File: src/rtl/mdio_phy_responder_if.sv
// MDIO management bus as seen at the PHY: MDC/MDIO from the master and
// the split tristate returned by the responder.
interface mdio_phy_responder_if;
  logic mdc;
  logic mdio_i;
  logic mdio_o;
  logic mdio_oe;

  modport master (output mdc, output mdio_i, input mdio_o, input mdio_oe);
  modport slave  (input mdc, input mdio_i, output mdio_o, output mdio_oe);
endinterface

File: src/rtl/mdio_phy_responder.sv
// Clause 22 MDIO PHY-side responder: oversamples MDC/MDIO, decodes frames,
// serves reads from a small register file and commits writes.
module mdio_phy_responder #(
  parameter logic [4:0]  PHY_ADDR = 5'h10,
  parameter int          NUM_REGS = 8,
  parameter int          PRE_LEN  = 32,
  parameter logic [15:0] PHY_ID1  = 16'h0022,
  parameter logic [15:0] PHY_ID2  = 16'h1620
) (
  input  logic                 clk,
  input  logic                 rst,
  mdio_phy_responder_if.slave  mdio,
  output logic [15:0]          ctrl_reg,
  output logic                 wr_strobe,
  output logic [4:0]           wr_addr,
  output logic [15:0]          wr_data
);

  localparam int PCW = $clog2(PRE_LEN + 1);
  localparam int AW  = (NUM_REGS > 1) ? $clog2(NUM_REGS) : 1;
  localparam logic [PCW-1:0] PRE_FULL = PCW'(PRE_LEN);
  localparam logic [5:0]     NREGS    = 6'(NUM_REGS);

  typedef enum logic [2:0] {
    S_IDLE, S_ST, S_OP, S_PHYAD, S_REGAD, S_TA, S_DATA
  } state_t;

  logic mdc_meta_reg, mdc_s_reg, mdc_d_reg;
  logic mdio_meta_reg, mdio_s_reg;
  logic rise, bit_in;

  always_ff @(posedge clk) begin
    if (rst) begin
      mdc_meta_reg  <= 1'b0;
      mdc_s_reg     <= 1'b0;
      mdc_d_reg     <= 1'b0;
      mdio_meta_reg <= 1'b0;
      mdio_s_reg    <= 1'b0;
    end else begin
      mdc_meta_reg  <= mdio.mdc;
      mdc_s_reg     <= mdc_meta_reg;
      mdc_d_reg     <= mdc_s_reg;
      mdio_meta_reg <= mdio.mdio_i;
      mdio_s_reg    <= mdio_meta_reg;
    end
  end

  assign rise   = mdc_s_reg & ~mdc_d_reg;
  assign bit_in = mdio_s_reg;

  state_t          state_reg, state_next;
  logic [PCW-1:0]  pre_cnt_reg, pre_cnt_next;
  logic [3:0]      bit_cnt_reg, bit_cnt_next;
  logic            is_read_reg, is_read_next;
  logic            match_reg, match_next;
  logic [4:0]      regad_reg, regad_next;
  logic [15:0]     shift_reg, shift_next;
  logic            mdio_o_reg, mdio_o_next;
  logic            mdio_oe_reg, mdio_oe_next;
  logic            wr_strobe_reg, wr_strobe_next;
  logic [4:0]      wr_addr_reg, wr_addr_next;
  logic [15:0]     wr_data_reg, wr_data_next;

  logic            commit;
  logic [15:0]     commit_data;
  logic [4:0]      addr_in;
  logic [15:0]     rd_value;
  logic            soft_rst;
  logic [15:0]     reg_val [NUM_REGS];

  assign addr_in     = {shift_reg[3:0], bit_in};
  assign commit_data = {shift_reg[14:0], bit_in};
  assign soft_rst    = commit && (regad_reg == 5'd0) && commit_data[15];

  // Register file: IDs are constants, everything else below NUM_REGS is R/W.
  for (genvar gi = 0; gi < NUM_REGS; gi++) begin : g_reg
    if (gi == 2) begin : g_id1
      assign reg_val[gi] = PHY_ID1;
    end else if (gi == 3) begin : g_id2
      assign reg_val[gi] = PHY_ID2;
    end else begin : g_rw
      logic [15:0] value_reg;
      always_ff @(posedge clk) begin
        if (rst || soft_rst) begin
          value_reg <= 16'h0000;
        end else if (commit && (regad_reg == 5'(gi))) begin
          // Soft-reset bit of register 0 is never stored, so it reads back 0.
          value_reg <= (gi == 0) ? {1'b0, commit_data[14:0]} : commit_data;
        end
      end
      assign reg_val[gi] = value_reg;
    end
  end

  always_comb begin
    rd_value = 16'h0000;
    if ({1'b0, addr_in} < NREGS) begin
      rd_value = reg_val[addr_in[AW-1:0]];
    end
  end

  always_ff @(posedge clk) begin
    if (rst) begin
      state_reg     <= S_IDLE;
      pre_cnt_reg   <= '0;
      bit_cnt_reg   <= 4'd0;
      is_read_reg   <= 1'b0;
      match_reg     <= 1'b0;
      regad_reg     <= 5'd0;
      shift_reg     <= 16'h0000;
      mdio_o_reg    <= 1'b1;
      mdio_oe_reg   <= 1'b0;
      wr_strobe_reg <= 1'b0;
      wr_addr_reg   <= 5'd0;
      wr_data_reg   <= 16'h0000;
    end else begin
      state_reg     <= state_next;
      pre_cnt_reg   <= pre_cnt_next;
      bit_cnt_reg   <= bit_cnt_next;
      is_read_reg   <= is_read_next;
      match_reg     <= match_next;
      regad_reg     <= regad_next;
      shift_reg     <= shift_next;
      mdio_o_reg    <= mdio_o_next;
      mdio_oe_reg   <= mdio_oe_next;
      wr_strobe_reg <= wr_strobe_next;
      wr_addr_reg   <= wr_addr_next;
      wr_data_reg   <= wr_data_next;
    end
  end

  // The preamble counter is only advanced in IDLE and is cleared on leaving
  // it, so every return to IDLE starts a fresh preamble.
  always_comb begin
    state_next     = state_reg;
    pre_cnt_next   = pre_cnt_reg;
    bit_cnt_next   = bit_cnt_reg;
    is_read_next   = is_read_reg;
    match_next     = match_reg;
    regad_next     = regad_reg;
    shift_next     = shift_reg;
    mdio_o_next    = mdio_o_reg;
    mdio_oe_next   = mdio_oe_reg;
    wr_strobe_next = 1'b0;
    wr_addr_next   = wr_addr_reg;
    wr_data_next   = wr_data_reg;
    commit         = 1'b0;
    if (rise) begin
      case (state_reg)
        S_IDLE: begin
          if (bit_in) begin
            if (pre_cnt_reg != PRE_FULL) pre_cnt_next = pre_cnt_reg + 1'b1;
          end else if (pre_cnt_reg == PRE_FULL) begin
            state_next   = S_ST;
            pre_cnt_next = '0;
          end else begin
            pre_cnt_next = '0;
          end
        end
        S_ST: begin
          bit_cnt_next = 4'd0;
          state_next   = bit_in ? S_OP : S_IDLE;
        end
        S_OP: begin
          shift_next   = {shift_reg[14:0], bit_in};
          bit_cnt_next = bit_cnt_reg + 4'd1;
          if (bit_cnt_reg == 4'd1) begin
            bit_cnt_next = 4'd0;
            is_read_next = shift_reg[0];
            state_next   = (shift_reg[0] != bit_in) ? S_PHYAD : S_IDLE;
          end
        end
        S_PHYAD: begin
          shift_next   = {shift_reg[14:0], bit_in};
          bit_cnt_next = bit_cnt_reg + 4'd1;
          if (bit_cnt_reg == 4'd4) begin
            bit_cnt_next = 4'd0;
            match_next   = (addr_in == PHY_ADDR);
            state_next   = S_REGAD;
          end
        end
        S_REGAD: begin
          shift_next   = {shift_reg[14:0], bit_in};
          bit_cnt_next = bit_cnt_reg + 4'd1;
          if (bit_cnt_reg == 4'd4) begin
            bit_cnt_next = 4'd0;
            regad_next   = addr_in;
            shift_next   = rd_value;
            state_next   = S_TA;
          end
        end
        S_TA: begin
          if (bit_cnt_reg == 4'd0) begin
            bit_cnt_next = 4'd1;
            if (is_read_reg && match_reg) begin
              mdio_oe_next = 1'b1;
              mdio_o_next  = 1'b0;
            end
          end else begin
            bit_cnt_next = 4'd0;
            state_next   = S_DATA;
            if (is_read_reg && match_reg) begin
              mdio_o_next = shift_reg[15];
              shift_next  = {shift_reg[14:0], 1'b0};
            end
          end
        end
        S_DATA: begin
          bit_cnt_next = bit_cnt_reg + 4'd1;
          if (is_read_reg) begin
            if (bit_cnt_reg == 4'd15) begin
              mdio_oe_next = 1'b0;
              mdio_o_next  = 1'b1;
              state_next   = S_IDLE;
            end else if (match_reg) begin
              mdio_o_next = shift_reg[15];
              shift_next  = {shift_reg[14:0], 1'b0};
            end
          end else begin
            shift_next = commit_data;
            if (bit_cnt_reg == 4'd15) begin
              state_next = S_IDLE;
              if (match_reg) begin
                commit         = 1'b1;
                wr_strobe_next = 1'b1;
                wr_addr_next   = regad_reg;
                wr_data_next   = commit_data;
              end
            end
          end
        end
        default: begin
          state_next   = S_IDLE;
          pre_cnt_next = '0;
        end
      endcase
    end
  end

  assign mdio.mdio_o  = mdio_o_reg;
  assign mdio.mdio_oe = mdio_oe_reg;
  assign ctrl_reg     = reg_val[0];
  assign wr_strobe    = wr_strobe_reg;
  assign wr_addr      = wr_addr_reg;
  assign wr_data      = wr_data_reg;

endmodule

File: src/flat_wrapper.sv
// flat-port wrapper written by rule: the top's interface ports become plain ports
module mdio_phy_responder_flat 
#(
  parameter logic [4:0]  PHY_ADDR = 5'h10,
  parameter int          NUM_REGS = 8,
  parameter int          PRE_LEN  = 32,
  parameter logic [15:0] PHY_ID1  = 16'h0022,
  parameter logic [15:0] PHY_ID2  = 16'h1620
)
  (clk, rst, ctrl_reg, wr_strobe, wr_addr, wr_data, mdio_mdc, mdio_mdio_i, mdio_mdio_o, mdio_mdio_oe);
  mdio_phy_responder_if mdio_i ();
  input  logic clk;
  input  logic rst;
  output logic [15:0] ctrl_reg;
  output logic wr_strobe;
  output logic [4:0] wr_addr;
  output logic [15:0] wr_data;
  input wire logic [$bits(mdio_i.mdc)-1:0] mdio_mdc;
  input wire logic [$bits(mdio_i.mdio_i)-1:0] mdio_mdio_i;
  output wire logic [$bits(mdio_i.mdio_o)-1:0] mdio_mdio_o;
  output wire logic [$bits(mdio_i.mdio_oe)-1:0] mdio_mdio_oe;
  assign mdio_i.mdc = mdio_mdc;
  assign mdio_i.mdio_i = mdio_mdio_i;
  assign mdio_mdio_o = mdio_i.mdio_o;
  assign mdio_mdio_oe = mdio_i.mdio_oe;
  mdio_phy_responder #(.PHY_ADDR(PHY_ADDR), .NUM_REGS(NUM_REGS), .PRE_LEN(PRE_LEN), .PHY_ID1(PHY_ID1), .PHY_ID2(PHY_ID2)) u_core (.clk(clk), .rst(rst), .mdio(mdio_i), .ctrl_reg(ctrl_reg), .wr_strobe(wr_strobe), .wr_addr(wr_addr), .wr_data(wr_data));
endmodule
File: config.mk
export PLATFORM = sky130hd
export DESIGN_NAME = mdio_phy_responder_flat
export DESIGN_NICKNAME = d
export VERILOG_FILES = /design/src/rtl/mdio_phy_responder_if.sv /design/src/rtl/mdio_phy_responder.sv /design/src/flat_wrapper.sv
export SDC_FILE = /design/constraint.sdc
export NUM_CORES = 1
export LEC_CHECK = 0
export ABC_AREA = 1
export BUFFER_PORTS_ARGS = -buffer_cell sky130_fd_sc_hd__buf_4
export CELL_PAD_IN_SITES_DETAIL_PLACEMENT = 1
export CELL_PAD_IN_SITES_GLOBAL_PLACEMENT = 2
export CORE_AREA = 2 2 160 162
export CTS_CLUSTER_SIZE = 14
export DETAILED_ROUTE_END_ITERATION = 10
export DIE_AREA = 0 0 162 164
export GPL_ROUTABILITY_DRIVEN = 0
export PLACE_DENSITY = 0.84
export SYNTH_ARGS = -nofsm -noshare
export SYNTH_HDL_FRONTEND = slang
export SYNTH_SLANG_ARGS = --single-unit
File: constraint.sdc
create_clock -name clk -period 2.3 [get_ports clk]
set_clock_uncertainty 0.15 [all_clocks]
set_input_delay 0.575 -clock clk [delete_from_list [all_inputs] [get_ports clk]]
set_output_delay 0.575 -clock clk [all_outputs]
set_load 0.02 [all_outputs]
# == Word-level counts from Yosys, hierarchy flattened ==
# Index checks and enable logic that the tools add are counted.
# totals
wordCells,137
out_inout_bits,40
input_bits,4
register_bits,160
# op_classes
eq_ne,32
order_cmp,2
bitwise_logic,5
add_sub_neg,2
muxes,45
reduce_logical,28
# op_table
cell,count
$mux W16,9
$pmux W16 S4,1
$bmux W16 S3,1
$mux W3,7
$pmux W3 S7,1
$eq A5 B3 Y1 const B,4
$pmux W4 S5,1
$mux W1,16
$ne A2 B1 Y1 const B,8
$mux W6,2
$pmux W6 S2,1
$reduce_and A3 Y1,4
$reduce_and A6 Y1,2
$reduce_and A5 Y1,2
$eq A3 B3 Y1 const B,3
$ne A3 B3 Y1 const B,3
$logic_and A1 B1 Y1,8
$mux W4,2
$reduce_and A8 Y1,1
$add A6 B1 Y6 const B,1
$eq A3 B2 Y1 const B,2
$eq A6 B6 Y1 const B,1
$ne A6 B6 Y1 const B,1
$reduce_or A6 Y1,1
other kinds (26),32

# == Depth between registers and ports, before layout ==
# Gate-level depths: netlist (run 1).
# logic_depth
depth_word,8
mapped_depth,12

# == Worst setup path after synthesis (run 1) ==
# OpenSTA, ideal clock, no wires.
# synth_timing
path_type,register to register
startpoint,register u_core.bit_cnt_reg[0]
endpoint,register u_core.g_reg[1].g_rw.value_reg[10]
stages_incl_launch_ff,11
t_arrival_ps,1685
n_path_buf,2
slack_ps,352
required_time_ps,2037
cell_sequence,dfxtp_1 -> ha_1 -> nand3_1 -> inv_1 -> nand3_1 -> nor2_4 -> nand3_2 -> o21ai_2 -> buf_6 -> buf_4 -> nor2_1
# synth_via
elab_chain_len,8
elab_cells_between_ends,9
classes_between,eq/ne (1); mux (4); reduce/logical (4)
# synth_rtl
element,line_no,text
"start, declared",mdio_phy_responder.sv:53,"logic [3:0] bit_cnt_reg, bit_cnt_next;"
"start signal, assigned",mdio_phy_responder.sv:119,bit_cnt_reg <= bit_cnt_next;
$eq A4 B4 Y1 *,mdio_phy_responder.sv:221,if (bit_cnt_reg == 4'd15) begin
$mux W1 *,mdio_phy_responder.sv:221,
$mux W1 *,mdio_phy_responder.sv:210,if (is_read_reg) begin
$mux W1 *,mdio_phy_responder.sv:149,case (state_reg)
$mux W1 *,mdio_phy_responder.sv:148,if (rise) begin
$logic_and A1 B1 Y1 (2 in a row),mdio_phy_responder.sv:73,assign soft_rst = commit && (regad_reg == 5'd0) && commit_data[15];
$logic_or A1 B1 Y1,mdio_phy_responder.sv:84,if (rst || soft_rst) begin
"end signal, assigned",mdio_phy_responder.sv:88,"value_reg <= (gi == 0) ? {1'b0, commit_data[14:0]} : commit_data;"
"end, declared",mdio_phy_responder.sv:82,logic [15:0] value_reg;
# Every way passes the cells marked *; elsewhere a longest branch is shown, timed or not.
# A chain may end at the register's enable or synchronous reset.

# == Final worst setup path (run 1) ==
# layout_timing
startpoint,register u_core.bit_cnt_reg[1]
endpoint,register u_core.g_reg[7].g_rw.value_reg[9]
# layout_via
elab_chain_len,8
elab_cells_between_ends,9
classes_between,eq/ne (1); mux (4); reduce/logical (4)
# layout_rtl
element,line_no
$eq A4 B4 Y1 *,mdio_phy_responder.sv:221
$mux W1 *,mdio_phy_responder.sv:221
$mux W1 *,mdio_phy_responder.sv:210
$mux W1 *,mdio_phy_responder.sv:149
$mux W1 *,mdio_phy_responder.sv:148
$logic_and A1 B1 Y1 (2 in a row),mdio_phy_responder.sv:73
$logic_or A1 B1 Y1,mdio_phy_responder.sv:84
"end signal, assigned",mdio_phy_responder.sv:88
"end, declared",mdio_phy_responder.sv:82
# Marked as above.

==> flow_summary.rst, run 1 <==
.. list-table::
   :header-rows: 1

   * - Metric
     - Value
   * - H-tree lvl count
     - 4
   * - Mapped Avg Cell Area
     - 6.30 µm²
   * - Fmax achieved
     - 464 MHz
   * - CP max stage delay
     - 0.35 ns
   * - Family with the most delay on the worst path
     - buffers and inverters
   * - Initial standard-cell utilization of the core
     - 33.4%
   * - Synth-to-layout area growth
     - 18.4%
   * - Y dimension of the die
     - 164 µm
   * - Total grt overflow
     - 0
   * - Crit path DAT
     - 2.33 ns
   * - Setup crit start kind
     - flip-flop
   * - Ports placed on the boundary
     - 44
   * - Number of vias per cell
     - 5.00
   * - Status
     - completed
   * - Library cells used by synthesis
     - 29
   * - Net count of the finished layout
     - 1357
   * - Final core utilization
     - 39.6%
   * - Worst hold slack
     - 0.191 ns
   * - Critical-path cell list
     - ha_2 > nand3_2 > inv_1 > nand3_1 > nor2_4 > buf_12 > nand3_2 > o21ai_4 > buf_12 > clkbuf_16 > nor2_1
   * - Later-pin clock latency in the skew report
     - 0.44 ns
   * - Fraction of layout cells with a size suffix above 1
     - 11.8%
   * - Antenna violations before repair
     - 1
   * - CTS tree
     - done
   * - Kind of critical path
     - reg -> reg
   * - Number of buffers on the longest clock path
     - 2
   * - Number of flip-flops under the largest register name
     - 80
   * - Number of max-slew violations in the final report
     - 0
   * - Placed Area
     - 9090 µm²
   * - Post-Route WL
     - 28900 µm
   * - First-pass GRT wire length
     - 45800 µm
   * - CP required
     - 2.47 ns
   * - Unrepaired setup endpoints after global routing
     - false
   * - Worst-path clk slew
     - 0.07 ns
   * - Hold Fails Final Rpt
     - 0
   * - Count of routing violations after the opening detailed-route iteration
     - 573
   * - Leakage power total
     - 4.37 nW
   * - Filler cells
     - 3232
   * - TritonRoute pass-1 iters
     - 5
   * - HP Class
     - in -> reg
   * - Via count
     - 8459
   * - Warnings from Yosys
     - 0
   * - DRC violation count after routing
     - 0
   * - Total routing usage reported by global routing
     - 22.0%
   * - Power per standard cell area
     - 577 nW/µm²
   * - Portion of the post-synthesis area used by sequential elements
     - 38.6%
   * - Worst-margin pin slew
     - 0.679 ns
   * - Critical path's slowest cell
     - sky130_fd_sc_hd__dfxtp_2
   * - Via count of the first global-routing pass
     - 8441
   * - Standard cell core area
     - 24800 µm²
   * - Hold Buf Count CTS
     - 0
   * - Post-DP HPWL
     - 19300 µm
   * - Portion of the clock cycle consumed by the worst path in the final layout
     - 93.8%
   * - Post-route cell area
     - 9820 µm²
   * - Min Clock Period, post-route
     - 2.16 ns
   * - Num rows
     - 58
   * - Clock Sinks
     - 160
   * - Buffers added on ports
     - 42
   * - Post-DR wirelength/cell
     - 17.1 µm
   * - Setup violation total in the final timing report
     - 0
   * - Relative max-transition margin
     - 54.7%
   * - Fin worst setup slack
     - 0.144 ns
   * - Number of nets with antenna violations after detailed routing
     - 0
   * - Number of standard cells after synthesis
     - 1317
   * - Maximum fanout encountered on the critical timing path
     - 25
   * - # Max-Cap Violations
     - 0
   * - Kind of end point of the critical path
     - flip-flop
   * - Total standard cell area after synthesis
     - 8290 µm²
   * - Root buf cell
     - sky130_fd_sc_hd__clkbuf_16
   * - Syn_nets
     - 1327
   * - Horiz. Die Dim
     - 162 µm
   * - Post-layout power
     - 5.67 mW
   * - Overall die area
     - 26600 µm²
   * - Post-placement setup slack
     - -0.00543 ns
   * - Maximum number of pins on one net before global-route repair
     - 51
   * - Count of buffer and inverter cells on the critical path
     - 4
   * - Maximum VDD drop
     - 359 µV
   * - TritonCTS Buffers
     - 17
   * - Post-synthesis sequential element count
     - 160
-- power by group --
group	leakage, nW	internal [mW]	switching, mW
Clock	0.264	1.46	1.27
Sequential	1.29	2.77	0.00250
Combinational	2.82	0.0524	0.116
Total	4.37	4.28	1.39
-- path summary, 6_finish.rpt --
check / from / end / slack, ns / cells past startpoint
setup / recovery: u_core.bit_cnt_reg[1] / u_core.g_reg[7].g_rw.value_reg[9] / 0.14 / 11
hold / removal: mdio_mdc / u_core.mdc_meta_reg / 0.19 / 3
setup reg to reg: u_core.bit_cnt_reg[1] / u_core.g_reg[7].g_rw.value_reg[9] / 0.14 / 11
hold reg to reg: u_core.mdc_meta_reg / u_core.mdc_s_reg / 0.27 / 2
-- placed cells by master, fill, tap and decap left out, types with 2 or more instances in the layout --
cell type / netlist / final
sky130_fd_sc_hd__nand3_4: 0 / 2
sky130_fd_sc_hd__inv_2: 2 / 3
sky130_fd_sc_hd__buf_12: 0 / 8
sky130_fd_sc_hd__o21a_1: 8 / 8
sky130_fd_sc_hd__buf_4: 4 / 90
sky130_fd_sc_hd__nand2_1: 397 / 397
sky130_fd_sc_hd__ha_1: 6 / 5
sky130_fd_sc_hd__nor2_1: 178 / 177
sky130_fd_sc_hd__clkinv_2: 0 / 2
sky130_fd_sc_hd__a211oi_1: 2 / 2
sky130_fd_sc_hd__a21oi_1: 52 / 52
sky130_fd_sc_hd__nand3_2: 5 / 4
sky130_fd_sc_hd__clkbuf_8: 0 / 2
sky130_fd_sc_hd__dfxtp_1: 160 / 158
sky130_fd_sc_hd__nand2_2: 2 / 2
sky130_fd_sc_hd__clkinv_1: 2 / 2
sky130_fd_sc_hd__clkinvlp_4: 0 / 4
sky130_fd_sc_hd__nor3_2: 4 / 2
sky130_fd_sc_hd__o211ai_1: 2 / 2
sky130_fd_sc_hd__inv_6: 0 / 6
sky130_fd_sc_hd__nand4_1: 104 / 104
sky130_fd_sc_hd__clkbuf_16: 0 / 20
sky130_fd_sc_hd__buf_6: 4 / 3
sky130_fd_sc_hd__inv_1: 180 / 179
sky130_fd_sc_hd__nor2_4: 2 / 2
sky130_fd_sc_hd__xor2_1: 3 / 3
sky130_fd_sc_hd__dfxtp_2: 0 / 2
sky130_fd_sc_hd__o21ai_0: 39 / 39
sky130_fd_sc_hd__or2_2: 3 / 3
sky130_fd_sc_hd__nand3_1: 70 / 69
sky130_fd_sc_hd__nor3_4: 0 / 2
-- metal layers --
| metal | vias up | share of wire (%) | wire length, µm | global-route usage, % |
|---|---|---|---|---|
| met5 | - | 0.31 | 90 | 2.65 |
| met1 | 4102 | 46 | 13200 | 28.5 |
| li1 | 4174 | - | - | - |
| met3 | 43 | 3.8 | 1090 | 3.18 |
| met4 | 2 | 2.4 | 701 | 7.32 |
| met2 | 138 | 48 | 13800 | 37.6 |
-- logic make-up (layout without fill, tap and decap cells) --
| group | after synthesis | after routing | synth area share (%) |
|---|---|---|---|
| AO/OA/AOI/OAI | 105 | 105 | 6.74 |
| XOR/XNOR | 3 | 3 | 0.317 |
| adder cells (fa/ha/maj) | 6 | 6 | 0.905 |
| buffers and inverters | 277 | 320 | 13.5 |
| flip-flops | 160 | 160 | 38.6 |
| other | 1 | 2 | 0.0452 |
| AND/OR/NAND/NOR | 765 | 765 | 39.8 |
-- layout make-up --
cell class | instances | area, µm² | share of cell area, %
inverter | 184 | 691 | 7.03
antenna | 1 | 2.50 | 0.0255
clock inverter | 13 | 101 | 1.03
multi-input combinational | 880 | 4010 | 40.8
timing repair buffer | 104 | 945 | 9.62
clock buffer | 19 | 453 | 4.61
sequential | 160 | 3210 | 32.6
tap | 330 | 413 | 4.20
-- cells in the mapped netlist --
| cell | count | area (µm²) |
|---|---|---|
| sky130_fd_sc_hd__buf_2 | 21 | 105 |
| sky130_fd_sc_hd__clkinv_1 | 2 | 7.51 |
| sky130_fd_sc_hd__a21oi_1 | 52 | 260 |
| sky130_fd_sc_hd__clkbuf_1 | 53 | 199 |
| sky130_fd_sc_hd__o211ai_1 | 2 | 15.0 |
| sky130_fd_sc_hd__nand2_2 | 2 | 12.5 |
| sky130_fd_sc_hd__buf_1 | 1 | 3.75 |
| sky130_fd_sc_hd__ha_1 | 6 | 75.1 |
| sky130_fd_sc_hd__a211oi_1 | 2 | 15.0 |
| sky130_fd_sc_hd__buf_6 | 4 | 45.0 |
| sky130_fd_sc_hd__dfxtp_1 | 160 | 3200 |
| sky130_fd_sc_hd__nand3_1 | 70 | 350 |
| sky130_fd_sc_hd__inv_2 | 2 | 7.51 |
| sky130_fd_sc_hd__o21ai_0 | 39 | 195 |
| sky130_fd_sc_hd__o21ai_2 | 1 | 8.76 |
| sky130_fd_sc_hd__nor2_1 | 178 | 668 |
| sky130_fd_sc_hd__nand2_1 | 397 | 1490 |
| sky130_fd_sc_hd__or2_2 | 3 | 18.8 |
| sky130_fd_sc_hd__o21a_1 | 8 | 60.1 |
| sky130_fd_sc_hd__conb_1 | 1 | 3.75 |
| sky130_fd_sc_hd__nor2_4 | 2 | 22.5 |
| sky130_fd_sc_hd__xor2_1 | 3 | 26.3 |
| sky130_fd_sc_hd__nand3_2 | 5 | 50.1 |
| sky130_fd_sc_hd__clkbuf_2 | 10 | 50.1 |
| sky130_fd_sc_hd__buf_4 | 4 | 30.0 |
| sky130_fd_sc_hd__nand4_1 | 104 | 651 |
| sky130_fd_sc_hd__nor3_2 | 4 | 40.0 |
| sky130_fd_sc_hd__o21ai_1 | 1 | 5.00 |
| sky130_fd_sc_hd__inv_1 | 180 | 676 |
-- tightest hold or removal path, delay by kind of cell --
family | cells | cell delay (ns)
buffers and inverters | 2 | 0.11
AND/OR/NAND/NOR | 1 | 0.06
-- stage by stage --
step	setup TNS [ns]	instances
4_1_cts	0	1682
5_1_grt	0	1691
3_3_place_gp	0	1650
6_report	0	1691
3_5_place_dp	-0.00920	1650
2_1_floorplan	0	1317
-- timing repair --
item,4_1_cts,5_1_grt
setup endpoints to repair,13,93
endpoints found under the hold margin,0,0
buffers inserted,0,5
resized for setup,1,8
gates cloned,0,3
pin swaps,0,2
No activity file was read; power rests on OpenSTA's default activity.
==> inputs of run 2 (changes only) <==
==> constraint.sdc (replaced) <==
create_clock -name clk -period 2.2 [get_ports clk]
set_clock_uncertainty 0.15 [all_clocks]
set_input_delay 0.44 -clock clk [delete_from_list [all_inputs] [get_ports clk]]
set_output_delay 0.44 -clock clk [all_outputs]
set_load 0.02 [all_outputs]
==> flow_summary.rst, run 2 (synthesis results as in run 1) <==
.. list-table::
   :header-rows: 1

   * - Metric
     - Value
   * - Status
     - completed
   * - Fin worst setup slack
     - 0.133 ns
   * - Root buf cell
     - sky130_fd_sc_hd__clkbuf_16
   * - First-pass GRT wire length
     - 46600 µm
   * - Net count of the finished layout
     - 1374
   * - Hold Buf Count CTS
     - 0
   * - Worst-margin pin slew
     - 0.593 ns
   * - Leakage power total
     - 4.48 nW
   * - DRC violation count after routing
     - 0
   * - Maximum fanout encountered on the critical timing path
     - 11
   * - CTS tree
     - done
   * - Reg-to-Reg End
     - u_core.ctrl_reg[4]
   * - Top library cells by usage in the layout, fill and taps aside
     - 397 x sky130_fd_sc_hd__nand2_1, 179 x sky130_fd_sc_hd__inv_1, 177 x sky130_fd_sc_hd__nor2_1, 157 x sky130_fd_sc_hd__dfxtp_1, 107 x sky130_fd_sc_hd__buf_4
   * - Initial standard-cell utilization of the core
     - 33.4%
   * - Portion of the clock cycle consumed by the worst path in the final layout
     - 93.9%
   * - Maximum VDD drop
     - 416 µV
   * - Num rows
     - 58
   * - Antenna violations before repair
     - 0
   * - Via count of the first global-routing pass
     - 8468
   * - Worst-path clk slew
     - 0.07 ns
   * - CP required
     - 2.37 ns
   * - Relative max-transition margin
     - 60.4%
   * - Most common cell after layout, fill and taps aside
     - sky130_fd_sc_hd__nand2_1
   * - TritonCTS Buffers
     - 17
   * - Buffers added on ports
     - 42
   * - H-tree lvl count
     - 4
   * - Clock Sinks
     - 160
   * - Later-pin clock latency in the skew report
     - 0.44 ns
   * - TritonRoute pass-1 iters
     - 4
   * - Horiz. Die Dim
     - 162 µm
   * - Total routing usage reported by global routing
     - 22.7%
   * - Y dimension of the die
     - 164 µm
   * - # Max-Cap Violations
     - 0
   * - Fraction of layout cells with a size suffix above 1
     - 13.1%
   * - Hold Fails Final Rpt
     - 0
   * - Non-filler cells in the finished layout
     - 1707
   * - Min Clock Period, post-route
     - 2.07 ns
   * - Crit path DAT
     - 2.24 ns
   * - Hold path startpoint
     - mdio_mdio_i
   * - FF-to-FF setup slack
     - 0.13 ns
   * - Unrepaired setup endpoints after global routing
     - true
   * - Synth-to-layout area growth
     - 20.6%
   * - Worst flop-to-flop path startpoint
     - u_core.bit_cnt_reg[1]
   * - HP Class
     - in -> reg
   * - Post-Route WL
     - 29600 µm
   * - Kind of end point of the critical path
     - flip-flop
   * - Number of max-slew violations in the final report
     - 0
   * - Ant. Diodes
     - 0
   * - Count of routing violations after the opening detailed-route iteration
     - 654
   * - Cell depth of the worst flop-to-flop path
     - 10
   * - Setup violation total in the final timing report
     - 0
   * - Number of buffers on the longest clock path
     - 2
   * - Number of vias per cell
     - 4.97
   * - Maximum number of pins on one net before global-route repair
     - 33
   * - Power per standard cell area
     - 608 nW/µm²
   * - Total grt overflow
     - 0
   * - Post-DR wirelength/cell
     - 17.3 µm
   * - Post-placement setup slack
     - -0.00500 ns
   * - Number of nets with antenna violations after detailed routing
     - 0
   * - Ports placed on the boundary
     - 44
   * - Post-DP HPWL
     - 19800 µm
   * - Overall die area
     - 26600 µm²
   * - Number of flip-flops under the largest register name
     - 80
   * - Setup Total Neg Slack
     - 0 ns
   * - Standard cell core area
     - 24800 µm²
   * - Fmax achieved
     - 484 MHz
   * - Capture endpoint of the worst hold path
     - u_core.mdio_meta_reg
   * - Kind of critical path
     - reg -> reg
   * - Via count
     - 8483
   * - Cell count after placement
     - 1666
   * - Hold path depth
     - 3
   * - Setup crit start kind
     - flip-flop
   * - Worst hold slack
     - 0.0608 ns
## run 2: worst max path at each step
stage          slack [ns]  depth (start not counted)                            endpoint             startpoint
3_5_place_dp       -0.005                         12   u_core.g_reg[7].g_rw.value_reg[4]  u_core.bit_cnt_reg[0]
3_3_place_gp         0.09                         12   u_core.g_reg[7].g_rw.value_reg[6]  u_core.bit_cnt_reg[0]
2_1_floorplan        0.25                         10  u_core.g_reg[1].g_rw.value_reg[10]  u_core.bit_cnt_reg[0]
4_1_cts              0.03                         10   u_core.g_reg[7].g_rw.value_reg[6]  u_core.bit_cnt_reg[0]
5_1_grt            -0.003                         11                 u_core.state_reg[2]  u_core.bit_cnt_reg[1]
6_report             0.13                         10                  u_core.ctrl_reg[4]  u_core.bit_cnt_reg[1]
## run 2: layer usage
layer  wire length (µm)  GRT usage [%]
met1              13500           29.6
met2              14100           38.1
met3               1380           4.04
met4                718           7.56
met5                  0              0
## run 2: critical path: stages, from the launching register on
cell and delay (ns):
sky130_fd_sc_hd__dfxtp_1 0.38, sky130_fd_sc_hd__ha_4 0.16, sky130_fd_sc_hd__nand3_2 0.08, sky130_fd_sc_hd__inv_1 0.07
sky130_fd_sc_hd__nand3_1 0.11, sky130_fd_sc_hd__nor2_4 0.21, sky130_fd_sc_hd__nand3_2 0.13, sky130_fd_sc_hd__o21ai_4 0.17
sky130_fd_sc_hd__buf_4 0.16, sky130_fd_sc_hd__bufbuf_16 0.27, sky130_fd_sc_hd__nor2_1 0.05
## run 2: stage by stage
stage          total power [mW]  cell area (µm²)  utilization [%]
2_1_floorplan              3.07             8290                -
3_3_place_gp               3.15             9260             37.3
3_5_place_dp               3.15             9260             37.3
4_1_cts                    6.15             9920             40.0
5_1_grt                    6.28            10000             40.3
6_report                   6.08            10000             40.3
## run 2: report_power, final
group          total [mW]  internal, mW  switching, mW  leakage (nW)
sequential           2.90          2.90        0.00493          1.29
clock                2.98          1.64           1.34         0.273
combinational       0.199        0.0711          0.127          2.92
total                6.08          4.61           1.47          4.48
## run 2: final cells by class
type | instances | area, µm²
fill | 3279 | 14800
sequential | 160 | 3210
inverter | 184 | 694
clock buffer | 19 | 453
clock inverter | 13 | 126
multi-input combinational | 880 | 4010
timing repair buffer | 121 | 1100
tap | 330 | 413
## run 2: repair_timing
item                       CTS  global route
gates cloned                 2             1
pin swaps                    2             3
gates resized for setup      1            10
setup endpoints to repair   14           115
buffers inserted             2             4
==> inputs of run 3 (changes only) <==
Settings changed: HOLD_SLACK_MARGIN set to 0.02, REMOVE_ABC_BUFFERS set to 1.
==> flow_summary.rst, run 3 (synthesis results as in run 1) <==
.. list-table::
   :header-rows: 1

   * - Metric
     - Value
   * - Status
     - completed
   * - Relative max-transition margin
     - 63.0%
   * - Post-DP HPWL
     - 19200 µm
   * - TritonCTS Buffers
     - 17
   * - Via count
     - 8456
   * - Power dissipated by switching net loads
     - 1.62 mW
   * - Clock power frac
     - 50.6%
   * - HP Class
     - in -> reg
   * - Y dimension of the die
     - 164 µm
   * - Hold Fails Final Rpt
     - 0
   * - Number of flip-flops under the largest register name
     - 80
   * - FF-to-FF setup slack
     - 0.08 ns
   * - Ports placed on the boundary
     - 44
   * - Total routing usage reported by global routing
     - 22.2%
   * - Buffers added on ports
     - 42
   * - Leakage power total
     - 4.40 nW
   * - Most common cell after layout, fill and taps aside
     - sky130_fd_sc_hd__nand2_1
   * - Number of buffers on the longest clock path
     - 2
   * - Relative contribution of sequential cells to total power
     - 46.8%
   * - Top library cells by usage in the layout, fill and taps aside
     - 397 x sky130_fd_sc_hd__nand2_1, 178 x sky130_fd_sc_hd__inv_1, 176 x sky130_fd_sc_hd__nor2_1, 156 x sky130_fd_sc_hd__dfxtp_1, 104 x sky130_fd_sc_hd__nand4_1
   * - TritonRoute pass-1 iters
     - 4
   * - Post-DR wirelength/cell
     - 17.2 µm
   * - Number of vias per cell
     - 4.99
   * - Total area of multi-input combinational cells
     - 4010 µm²
   * - Kind of critical path
     - reg -> reg
   * - Fin worst setup slack
     - 0.0821 ns
   * - Synth-to-layout area growth
     - 18.7%
   * - Via count of the first global-routing pass
     - 8342
   * - Kind of end point of the critical path
     - flip-flop
   * - DRC violation count after routing
     - 0
   * - Maximum number of pins on one net before global-route repair
     - 75
   * - Clock Sinks
     - 160
   * - Worst flop-to-flop path startpoint
     - u_core.bit_cnt_reg[0]
   * - CP required
     - 2.38 ns
   * - Ant. Diodes
     - 0
   * - Reg-to-Reg End
     - u_core.g_reg[1].g_rw.value_reg[14]
   * - # Max-Cap Violations
     - 0
   * - CP max stage delay
     - 0.37 ns
   * - Maximum VDD drop
     - 504 µV
   * - Worst hold slack
     - 0.0549 ns
   * - Post-Route WL
     - 29100 µm
   * - Later-pin clock latency in the skew report
     - 0.45 ns
   * - Routed wire length on met3
     - 935 µm
   * - Setup violation total in the final timing report
     - 0
   * - Total grt overflow
     - 0
   * - Num rows
     - 58
   * - Logic gate share of total power
     - 2.6%
   * - Power per standard cell area
     - 630 nW/µm²
   * - Unrepaired setup endpoints after global routing
     - true
   * - CTS tree
     - done
   * - Detail Route met2 WL
     - 13700 µm
   * - H-tree lvl count
     - 4
   * - Non-filler cells in the finished layout
     - 1693
   * - Timing startpoint of the critical path
     - u_core.bit_cnt_reg[0]
   * - Maximum fanout encountered on the critical timing path
     - 17
   * - Count of routing violations after the opening detailed-route iteration
     - 511
   * - First-pass GRT wire length
     - 46200 µm
   * - Fraction of layout cells with a size suffix above 1
     - 12.3%
   * - Number of max-slew violations in the final report
     - 0
   * - Fmax achieved
     - 472 MHz
   * - Number of nets with antenna violations after detailed routing
     - 0
   * - Post-layout power
     - 6.20 mW
   * - Root buf cell
     - sky130_fd_sc_hd__clkbuf_16
   * - Portion of the clock cycle consumed by the worst path in the final layout
     - 96.3%
   * - Net count of the finished layout
     - 1360
   * - Post-placement setup slack
     - 0.0190 ns
   * - Sequential cell area
     - 3210 µm²
   * - Initial standard-cell utilization of the core
     - 33.4%
   * - Worst-margin pin slew
     - 0.556 ns
   * - Crit path DAT
     - 2.30 ns
   * - End of the critical path
     - u_core.g_reg[1].g_rw.value_reg[14]
   * - Standard cell core area
     - 24800 µm²
   * - Setup crit start kind
     - flip-flop
   * - Hold path startpoint
     - mdio_mdc
   * - Antenna violations before repair
     - 0
   * - Cell depth of the worst flop-to-flop path
     - 12
   * - Critical-path cell list
     - ha_2 > nand3_1 > inv_1 > nand3_1 > nor2_4 > buf_12 > nand3_2 > buf_12 > nand2_1 > nand2_1 > inv_1 > nor2_1
   * - Sw Ratio
     - 26.1%
   * - Critical path's slowest cell
     - sky130_fd_sc_hd__dfxtp_2
   * - Filler cells
     - 3259
   * - Topmost layer with routed signal wires
     - met4
   * - Overall die area
     - 26600 µm²
   * - Internal power component
     - 4.58 mW
   * - Min Clock Period, post-route
     - 2.12 ns
   * - Worst-path clk slew
     - 0.08 ns
   * - Horiz. Die Dim
     - 162 µm
   * - Cell count after placement
     - 1656
   * - DRT met1 WL
     - 14000 µm
==> run 3: layout make-up <==
cell class	instances	share of cell area, %
Inverter	184	7.05
Clock buffer	17	4.32
Clock inverter	15	1.94
Tap cell	330	4.19
Timing Repair Buffer	107	9.20
Sequential cell	160	32.6
Multi-Input combinational cell	880	40.7
==> run 3: what timing repair did <==
action | in CTS | in global routing
hold endpoints to repair | 0 | 0
pin swaps | 0 | 2
setup endpoints to repair | 2 | 107
cloned | 0 | 1
resized for setup | 2 | 12
setup buffers | 0 | 4
hold buffers | 0 | 0
==> run 3: routing by layer <==
metal | up-vias | global-route usage [%]
li1 | 4177 | -
met5 | - | 0
met2 | 122 | 37.4
met1 | 4124 | 29.5
met4 | 0 | 5.87
met3 | 33 | 4.04
==> run 3: worst max-delay path, delay by kind of cell (launching register included) <==
family / cells / cell delay [ns]
fa+ha+maj: 1 / 0.20
simple gates: 7 / 0.73
flops: 1 / 0.37
buf+inv: 4 / 0.54
==> run 3: worst min-delay path by stage <==
| stage | cells after the start | endpoint |
|---|---|---|
| after global placement | 2 | u_core.bit_in |
| after floorplan | 2 | u_core.bit_in |
| after global routing | 3 | u_core.mdio_meta_reg |
| after detailed placement | 2 | u_core.bit_in |
| after CTS | 3 | u_core.mdc_meta_reg |
| final | 3 | u_core.mdc_meta_reg |
==> run 3: power by group through the flow <==
stage / clock network (mW) / logic (mW) / registers (mW)
6_report: 3.14 / 0.159 / 2.90
5_1_grt: 3.34 / 0.176 / 2.90
4_1_cts: 3.20 / 0.161 / 2.90
3_5_place_dp: 0 / 0.160 / 2.97
3_3_place_gp: 0 / 0.159 / 2.97
2_1_floorplan: 0 / 0.0769 / 2.97
==> run 3: through the flow <==
stage | util, % | setup TNS (ns) | cell area [µm²]
2_1_floorplan | - | -316.24 | 7860
3_3_place_gp | 36.8 | 0 | 9130
3_5_place_dp | 36.8 | 0 | 9130
4_1_cts | 39.3 | 0 | 9750
5_1_grt | 39.7 | -0.822 | 9840
6_report | 39.7 | 0 | 9840
